## src/rtl/uart_tx.sv

```systemverilog
// UART serial transmitter: start bit, LSB-first data, optional even parity, stop bit(s).
// Define UART_TX_PARITY_EN to insert an even-parity bit between the data and stop bits.
module uart_tx #(
  parameter int DATA_BITS     = 8,
  parameter int TICKS_PER_BIT = 16,
  parameter int STOP_BITS     = 1
) (
  input  logic                 clock,
  input  logic                 nreset,
  input  logic                 baud_tick,
  input  logic [DATA_BITS-1:0] tx_data,
  input  logic                 tx_valid,
  output logic                 tx_ready,
  output logic                 tx,
  output logic                 tx_busy,
  output logic                 tx_done
);

  localparam int TICK_W = (TICKS_PER_BIT > 1) ? $clog2(TICKS_PER_BIT) : 1;
  localparam int BIT_W  = 4;

  localparam logic [TICK_W-1:0] TICK_LAST = TICK_W'(TICKS_PER_BIT - 1);
  localparam logic [BIT_W-1:0]  DATA_LAST = BIT_W'(DATA_BITS - 1);
  localparam logic [BIT_W-1:0]  STOP_LAST = BIT_W'(STOP_BITS - 1);

  typedef enum logic [2:0] {
    S_IDLE,
    S_START,
    S_DATA,
    S_PARITY,
    S_STOP
  } state_t;

  state_t               r_state;
  state_t               w_state_next;
  logic [TICK_W-1:0]    r_tick_cnt;
  logic [TICK_W-1:0]    w_tick_cnt_next;
  logic [BIT_W-1:0]     r_bit_cnt;
  logic [BIT_W-1:0]     w_bit_cnt_next;
  logic [DATA_BITS-1:0] r_shift;
  logic [DATA_BITS-1:0] w_shift_next;
  logic                 r_tx;
  logic                 w_tx_next;
  logic                 w_accept;
  logic                 w_bit_end;
  logic                 w_last_data;
  logic                 w_last_stop;
`ifdef UART_TX_PARITY_EN
  logic                 r_parity;
`endif

  assign w_accept    = (r_state == S_IDLE) && tx_valid;
  assign w_bit_end   = (r_state != S_IDLE) && baud_tick && (r_tick_cnt == TICK_LAST);
  assign w_last_data = (r_bit_cnt == DATA_LAST);
  assign w_last_stop = (r_bit_cnt == STOP_LAST);

  // State register
  always_ff @(posedge clock or negedge nreset) begin
    if (!nreset) begin
      r_state <= S_IDLE;
    end else begin
      r_state <= w_state_next;
    end
  end

  // Next-state logic: every transition out of a busy state happens on a bit boundary
  always_comb begin
    w_state_next = r_state;
    unique case (r_state)
      S_IDLE: begin
        if (w_accept) w_state_next = S_START;
      end
      S_START: begin
        if (w_bit_end) w_state_next = S_DATA;
      end
      S_DATA: begin
        if (w_bit_end && w_last_data) begin
`ifdef UART_TX_PARITY_EN
          w_state_next = S_PARITY;
`else
          w_state_next = S_STOP;
`endif
        end
      end
      S_PARITY: begin
        if (w_bit_end) w_state_next = S_STOP;
      end
      S_STOP: begin
        if (w_bit_end && w_last_stop) w_state_next = S_IDLE;
      end
      default: w_state_next = S_IDLE;
    endcase
  end

  // Output decode; tx_done is the final stop boundary itself, so ready follows one cycle later
  always_comb begin
    tx_ready = (r_state == S_IDLE);
    tx_busy  = (r_state != S_IDLE);
    tx_done  = (r_state == S_STOP) && w_bit_end && w_last_stop;
    tx       = r_tx;
  end

  // Counters and shifter; a tick arriving on the accept edge is discarded
  always_comb begin
    w_tick_cnt_next = r_tick_cnt;
    w_bit_cnt_next  = r_bit_cnt;
    w_shift_next    = r_shift;
    if (r_state == S_IDLE) begin
      w_tick_cnt_next = '0;
      w_bit_cnt_next  = '0;
      if (w_accept) w_shift_next = tx_data;
    end else if (baud_tick) begin
      if (w_bit_end) begin
        w_tick_cnt_next = '0;
        w_bit_cnt_next  = (w_state_next == r_state) ? r_bit_cnt + 1'b1 : '0;
        if (r_state == S_DATA) w_shift_next = r_shift >> 1;
      end else begin
        w_tick_cnt_next = r_tick_cnt + 1'b1;
      end
    end
  end

  // The line level is computed from the state being entered so tx is a clean register output
  always_comb begin
    w_tx_next = 1'b1;
    unique case (w_state_next)
      S_START:  w_tx_next = 1'b0;
      S_DATA:   w_tx_next = w_shift_next[0];
`ifdef UART_TX_PARITY_EN
      S_PARITY: w_tx_next = r_parity;
`endif
      default:  w_tx_next = 1'b1;
    endcase
  end

  always_ff @(posedge clock or negedge nreset) begin
    if (!nreset) begin
      r_tick_cnt <= '0;
      r_bit_cnt  <= '0;
      r_shift    <= '0;
      r_tx       <= 1'b1;
    end else begin
      r_tick_cnt <= w_tick_cnt_next;
      r_bit_cnt  <= w_bit_cnt_next;
      r_shift    <= w_shift_next;
      r_tx       <= w_tx_next;
    end
  end

`ifdef UART_TX_PARITY_EN
  always_ff @(posedge clock or negedge nreset) begin
    if (!nreset) begin
      r_parity <= 1'b0;
    end else if (w_accept) begin
      r_parity <= ^tx_data;
    end
  end
`endif

endmodule

```

## config.mk

```make
export PLATFORM = sky130hd
export DESIGN_NAME = uart_tx
export DESIGN_NICKNAME = d
export VERILOG_FILES = /design/src/rtl/uart_tx.sv
export SDC_FILE = /design/constraint.sdc
export NUM_CORES = 1
export LEC_CHECK = 0
export ABC_AREA = 1
export CAP_MARGIN = 20
export CORE_MARGIN = 4
export CORE_UTILIZATION = 55
export CTS_BUF_LIST = sky130_fd_sc_hd__clkbuf_4 sky130_fd_sc_hd__clkbuf_8
export CTS_CLUSTER_SIZE = 20
export DETAILED_ROUTE_END_ITERATION = 12
export HOLD_SLACK_MARGIN = 0.08
export PLACE_DENSITY = 0.78
export SETUP_SLACK_MARGIN = 0.02
export SYNTH_ARGS = -nofsm -noshare
export SYNTH_HDL_FRONTEND = slang
export SYNTH_SLANG_ARGS = --single-unit
```

## constraint.sdc

```tcl
create_clock -name clock -period 3.2 [get_ports clock]
set_input_delay 0.64 -clock clock [delete_from_list [all_inputs] [get_ports clock]]
set_output_delay 0.64 -clock clock [all_outputs]
set_load 0.1 [all_outputs]
```

Word-level counts from Yosys, hierarchy flattened
Cells that the tools add are included.

word-level totals
  bits in read-only memories = 0
  bits in latches = 0
  memories = 0
  register bits after elaboration = 20
  output and inout port bits = 4
  input bits = 12
  memory bits (writable) = 0
  word-level logic and storage cells = 52

cells by class
  divide/modulo/power cells = 0
  muxes and demuxes = 19
  magnitude comparators = 0
  add/sub/neg operators = 2
  $mul = 0
  equality and inequality tests = 10
  bitwise gates (word level) = 0
  shifts and indexed selects = 0
  reduce and logical (&&, ||, !) cells = 15

operators with widths
  cell                 number
  $mux 8               5
  $mux 4               7
  $mux 3               5
  $pmux 3 s5           1
  $eq 3x2->1 const B   3
  $add 4x1->4 const B  2
  $logic_and 1x1->1    7
  $eq 3x1->1 const B   2
  $reduce_bool 2->1    3
  $eq 4x3->1 const B   1
  $eq 4x4->1 const B   1
  $logic_not 4->1      1
  $reduce_and 4->1     1
  $eq 3x3->1           1
  $eq 3x3->1 const B   1
  $logic_not 3->1      1
  $reduce_bool 3->1    1
  $ne 2x1->1 const B   1
  $pmux 1 s2           1
  $reduce_and 2->1     1

Longest topological paths before layout
Gate-level depths: netlist of the first run.

  depth after elaboration = 11
  gate-level depth with buffers = 11
  mapped depth without buffers = 11

Worst setup path after synthesis of the first run
OpenSTA, ideal clock, no wires.

  kind = input -> output
  start point = input baud_tick
  end point = output tx_done
  buffers on the path = 0
  arrival = 3.019 ns
  data required time = 2.560 ns
  stages = 4
  slack = -0.459 ns
  path through = nand3_4 nor2_8 nand3_1 nor3_1

between the ends
  cells in the longest elaborated chain, start to end = 4

RTL lines
  item                             line  source
  start: declaration               10    input logic baud_tick,
  $logic_and 1x1->1 (2 in series)  53    assign w_bit_end = (r_state != S_IDLE) && baud_tick && (r_tick_cnt == TICK_LAST);
  $logic_and 1x1->1 (2 in series)  99    tx_done = (r_state == S_STOP) && w_bit_end && w_last_stop;
  end: declaration                 16    output logic tx_done

No other way between the ends.

Worst setup path in the final report of the first run
Ends and elaborated chain as after synthesis.

==> impl_metrics.ini, run 1 <==
[timing]
fin_tns_setup_ps = 0
setup_viol = 0
fmax_mhz = 371
fin_crit_sh = 0.843
worstMarginPinSlew_ps = 891
rsz0062_at_grt = no
max_slew_margin = 0.404
final_hold_viol_count = 0
slew_viol_final = 0
finalClockSkew_ps = 2.35
fin_crit_ps = 2700

[routing]
vias_per_cell = 5.14
routedWlPerCell_um = 11.9
totalWireLength_mm = 2.16
drt_iter0_markers = 17
dr.pass1.iters = 4
drc = 0
vias = 930
final_antenna_net_count = 0

[global_route]
grt_util_met2 = 0.345
first_global_vias = 991
antenna_found_initial = 0
grt-busiest-layer = met2
grt_pass1_wl_mm = 4.04
grtUsageTotal = 0.197
grt_remaining_overflow = 0
grt_max_degree = 21
grt_use_met1 = 0.220
gr-usage-met3 = 0.0332

[yosys]
synth_cells = 135
synth_nets = 150
netlist_area_um2 = 1150
synth_area_leaders = dfrtp_1 (41%), nand2_1 (10%), nand3_1 (6.5%)
syn_avg_cell_area_um2 = 8.51
yosys_warnings = 0
ys_types = 29
yosysTopAreaCellShare = 0.414
synth-main-ff-cell = dfrtp_1
ys_seq_area_frac = 0.437
yosysTopAreaCell = dfrtp_1
ys_async_sr_fraction = 1.00
synth_edf_count = 0
synth-seq-cells = 20

[floorplan]
die-width_um = 53.7
ios = 16
initial_core_util = 0.580
die_h_um = 53.7
dieArea_um2 = 2880
core_um2 = 1980
rows = 16

[clock_tree]
cts_max_path_buffers = 2
htreeDepth = 1
cts_buffers = 3
cts.repair.resized = 0
insertion_delay_ps = 300
cts_hold_buf = 0
cts-root-buf = clkbuf_4
cts.sinks = 20
cts_setup_buffers = 0
cts_tree = built
clk_pin_slew_worst_paths_ps = 110

[finish]
diodes = 0
syn_to_final_growth_pct = 19.8
finalNonFillerCells = 181
nFillCells = 162
final_nets = 170
seqCellArea_um2 = 502
multi_input_area_um2 = 566
drive_above_1_share = 0.175

[place]
place_congestion = 0.871
port_buffers = 15
place_hpwl_mm = 1.64
place_inst = 177

[worst_setup_path]
critPathRequiredTime_ps = 2560
end_kind = output pin
critPathMaxFanout = 6
critPathLaunch = baud_tick
path_class = in2out
worstPathArrival_ps = 2060
r2r_start = r_tick_cnt[0]
cp-start-kind = primary input

[pwr]
ir_drop_v = 0.000526
power_density_nw_per_um2 = 658
p_leak_nw = 0.697

[min_path]
hold_path.class = reg2reg
min_from = r_tick_cnt[0]

[job]
drv_cap = 0

[run_status]
status = completed
==> critical path, stage by stage <==
cell	delay (ps)
clkdlybuf4s50_1	590
nand3_4	130
nor2_8	160
nand3_1	120
nor3_2	200
buf_12	210
==> layout by cell type, fill, tap and decap left out, drive strengths merged, types with 2 or more instances in the layout <==
master / count
nand2: 37
inv: 23
dfrtp: 19
nand3: 16
nor2: 12
clkdlybuf4s50: 11
o21ai: 6
o221ai: 5
clkbuf: 4
buf: 4
ha: 3
a21oi: 2
xor2: 2
==> layer usage <==
metal  vias to the layer above  wire [µm]
met1                       423        935
met5                         -          0
li1                        479          -
met3                         4        115
met4                         0         51
met2                        24       1060
==> synthesized netlist by cell type, types with 2 or more instances <==
cell and number:
ha_1 3, o21ai_2 3, nand2_1 32, a21oi_1 2, inv_2 4, nor2_8 2, inv_1 19, nand3_1 15
o221ai_1 5, nand2_2 2, xor2_1 2, nor2_1 8, o21ai_0 2, nand2_4 3, dfrtp_1 19
==> kinds of logic after synthesis <==
group	count (synthesis)	share of synthesized area
AO/OA/AOI/OAI	16	0.101
XOR/XNOR	2	0.0153
adder cells (fa/ha/maj)	3	0.0327
buffers and inverters	23	0.0752
flip-flops	20	0.437
multiplexers	1	0.00871
AND/OR/NAND/NOR	70	0.330
==> worst paths after layout <==
| check | end | slack [ps] | depth (start not counted) |
|---|---|---|---|
| setup / recovery | tx_done | 500 | 6 |
| hold / removal | r_tick_cnt[0] | 520 | 1 |
| setup reg to reg | r_bit_cnt[2] | 1590 | 10 |
| hold reg to reg | r_tick_cnt[0] | 520 | 1 |
| max in group asynchronous | r_bit_cnt[0] | 1830 | 1 |
| min in group asynchronous | r_tick_cnt[0] | 830 | 1 |
==> area by class of cell <==
class / count / area share
well taps: 27 / 0.0245
inverters: 23 / 0.0627
repair buffers: 15 / 0.111
flip-flops and latches: 20 / 0.365
clock buffers: 4 / 0.0264
multi-input cells: 92 / 0.411
==> power by group <==
group	switching, mW	internal (mW)
clock	0.0779	0.0694
sequential	0.0587	0.339
combinational	0.237	0.124
total	0.373	0.532
==> sequential cells by signal, summed over array words and instances, names as in the netlist <==
register,cells
r_shift,8
r_bit_cnt,4
r_tick_cnt,4
tx,1
r_state,3
==> per-stage QoR <==
step / util / hold slack, ps / worst slack [ps] / total power, mW / area (µm²)
after floorplan: - / 344 / 384 / 0.681 / 1150
after global placement: 0.676 / 500 / 545 / 0.754 / 1340
after detailed placement: 0.676 / 502 / 495 / 0.765 / 1340
after CTS: 0.694 / 518 / 497 / 0.915 / 1380
after global routing: 0.694 / 533 / 418 / 0.979 / 1380
final: 0.694 / 516 / 504 / 0.905 / 1380
Power figures use the tool's default switching activity.
==> inputs of run 2 (changes only) <==
--- a/config.mk
+++ b/config.mk
@@ -8,12 +8,12 @@
 export ABC_AREA = 1
 export CAP_MARGIN = 20
 export CORE_MARGIN = 4
-export CORE_UTILIZATION = 55
+export CORE_UTILIZATION = 50
 export CTS_BUF_LIST = sky130_fd_sc_hd__clkbuf_4 sky130_fd_sc_hd__clkbuf_8
 export CTS_CLUSTER_SIZE = 20
 export DETAILED_ROUTE_END_ITERATION = 12
 export HOLD_SLACK_MARGIN = 0.08
-export PLACE_DENSITY = 0.78
+export PLACE_DENSITY = 0.75
 export SETUP_SLACK_MARGIN = 0.02
 export SYNTH_ARGS = -nofsm -noshare
 export SYNTH_HDL_FRONTEND = slang
==> constraint.sdc (replaced) <==
create_clock -name clock -period 2.4 [get_ports clock]
set_input_delay 0.48 -clock clock [delete_from_list [all_inputs] [get_ports clock]]
set_output_delay 0.48 -clock clock [all_outputs]
set_load 0.1 [all_outputs]
==> impl_metrics.ini, run 2 (synthesis results as in run 1) <==
[clock_tree]
cts_setup_buffers = 0
htreeDepth = 1
cts_max_path_buffers = 2
cts_tree = built
insertion_delay_ps = 290
cts_hold_buf = 0
cts_buffers = 3
cts-root-buf = clkbuf_4
cts.repair.resized = 0
clk_pin_slew_worst_paths_ps = 110
cts.sinks = 20

[finish]
final_cell_mix = nand2_1 (32), inv_1 (19), dfrtp_1 (19)
syn_to_final_growth_pct = 22.3
max_flop_register = r_shift
drive_above_1_share = 0.186
finalNonFillerCells = 184
final_common_cell = nand2_1
largest_reg_flops = 8
top_regs = r_shift x8, r_bit_cnt x4, r_tick_cnt x4
diodes = 0
fin_area_um2 = 1410
nFillCells = 182
final_nets = 172

[worst_setup_path]
cpMaxStageDelayCell = clkdlybuf4s50_1
worstPathArrival_ps = 1800
end_kind = output pin
critPathMaxFanout = 5
cp_cell_sequence = clkdlybuf4s50_1, nand3_4, nor2_8, nand3_1, nor3_4, buf_12
path_class = in2out
cp-start-kind = primary input
cpPeakStageDelay_ps = 590
critPathRequiredTime_ps = 1920
crit_buf_inv = 2
crit_family = buffers and inverters

[place]
place_inst = 180
place_area_um2 = 1380
place_hpwl_mm = 1.75
port_buffers = 15
place_congestion = 0.836

[timing]
slew_viol_final = 0
finalClockSkew_ps = 2.35
fmax_mhz = 438
final_hold_viol_count = 0
rsz0062_at_grt = no
fin_tns_setup_ps = 0
fin_crit_sh = 0.951
fin_crit_ps = 2280
setup_viol = 0
worstMarginPinSlew_ps = 283
max_slew_margin = 0.811

[floorplan]
core_um2 = 2190
die-width_um = 55.9
die_h_um = 55.9
initial_core_util = 0.524
ios = 16
rows = 17
dieArea_um2 = 3130

[routing]
totalWireLength_mm = 2.22
vias = 972
drt_iter0_markers = 29
routedWlPerCell_um = 12.0
final_antenna_net_count = 0
drc = 0
dr.pass1.iters = 4
vias_per_cell = 5.28

[min_path]
hold_path.class = in2async

[job]
drv_cap = 0

[global_route]
antenna_found_initial = 0
grt_remaining_overflow = 0
first_global_vias = 942
grt_max_degree = 21
grt_pass1_wl_mm = 3.86
grtUsageTotal = 0.151

[run_status]
status = completed

[pwr]
ir_drop_v = 0.000494
power_mw = 1.21
p_leak_nw = 0.722
power_density_nw_per_um2 = 863
==> run 2: changes by cell type in the layout (fill, tap and decap cells not counted), sizes merged <==
cell / before / now
buf: 4 / 6
==> run 2: cell type report <==
cell class / instances / area [µm²] / share of cell area
inverters: 23 / 86.3 / 0.0614
repair buffers: 17 / 180 / 0.128
flip-flops and latches: 20 / 502 / 0.357
clock buffers: 4 / 30.0 / 0.0214
well taps: 28 / 35.0 / 0.0249
multi-input cells: 92 / 572 / 0.407
==> run 2: per-stage QoR <==
step	setup slack [ps]	utilization	hold slack [ps]
2_1_floorplan	114	-	184
3_3_place_gp	148	0.628	502
3_5_place_dp	116	0.628	531
4_1_cts	109	0.641	515
5_1_grt	42.9	0.641	519
6_report	118	0.641	515
==> run 2: worst register-to-register path: cells and delay by family, from the launching register on <==
family,cells,cell delay [ps]
fa+ha+maj,1,270
flops,1,420
buf+inv,2,220
simple gates,8,670
==> run 2: final timing paths <==
check                                   start  depth (start not counted)  slack [ps]       endpoint
worst min-delay path                   nreset                          2         520  r_tick_cnt[0]
worst max register to register  r_tick_cnt[0]                         11         730   r_bit_cnt[0]
worst min register to register  r_tick_cnt[0]                          1         550  r_tick_cnt[0]
max in group asynchronous              nreset                          2        1610             tx
worst max-delay path                baud_tick                          6         120        tx_done
min in group clock              r_tick_cnt[0]                          1         550  r_tick_cnt[0]
==> run 2: per-layer routing <==
layer	global-route usage	routed length, µm	up-vias
li1	-	-	488
met1	0.177	960	467
met2	0.285	1150	15
met3	0.0278	89	2
met4	0.0305	17	0
met5	0	0	-
==> run 2: power breakdown <==
part	internal [mW]	switching, mW
sequential	0.452	0.0828
combinational	0.178	0.327
clock	0.0758	0.0964
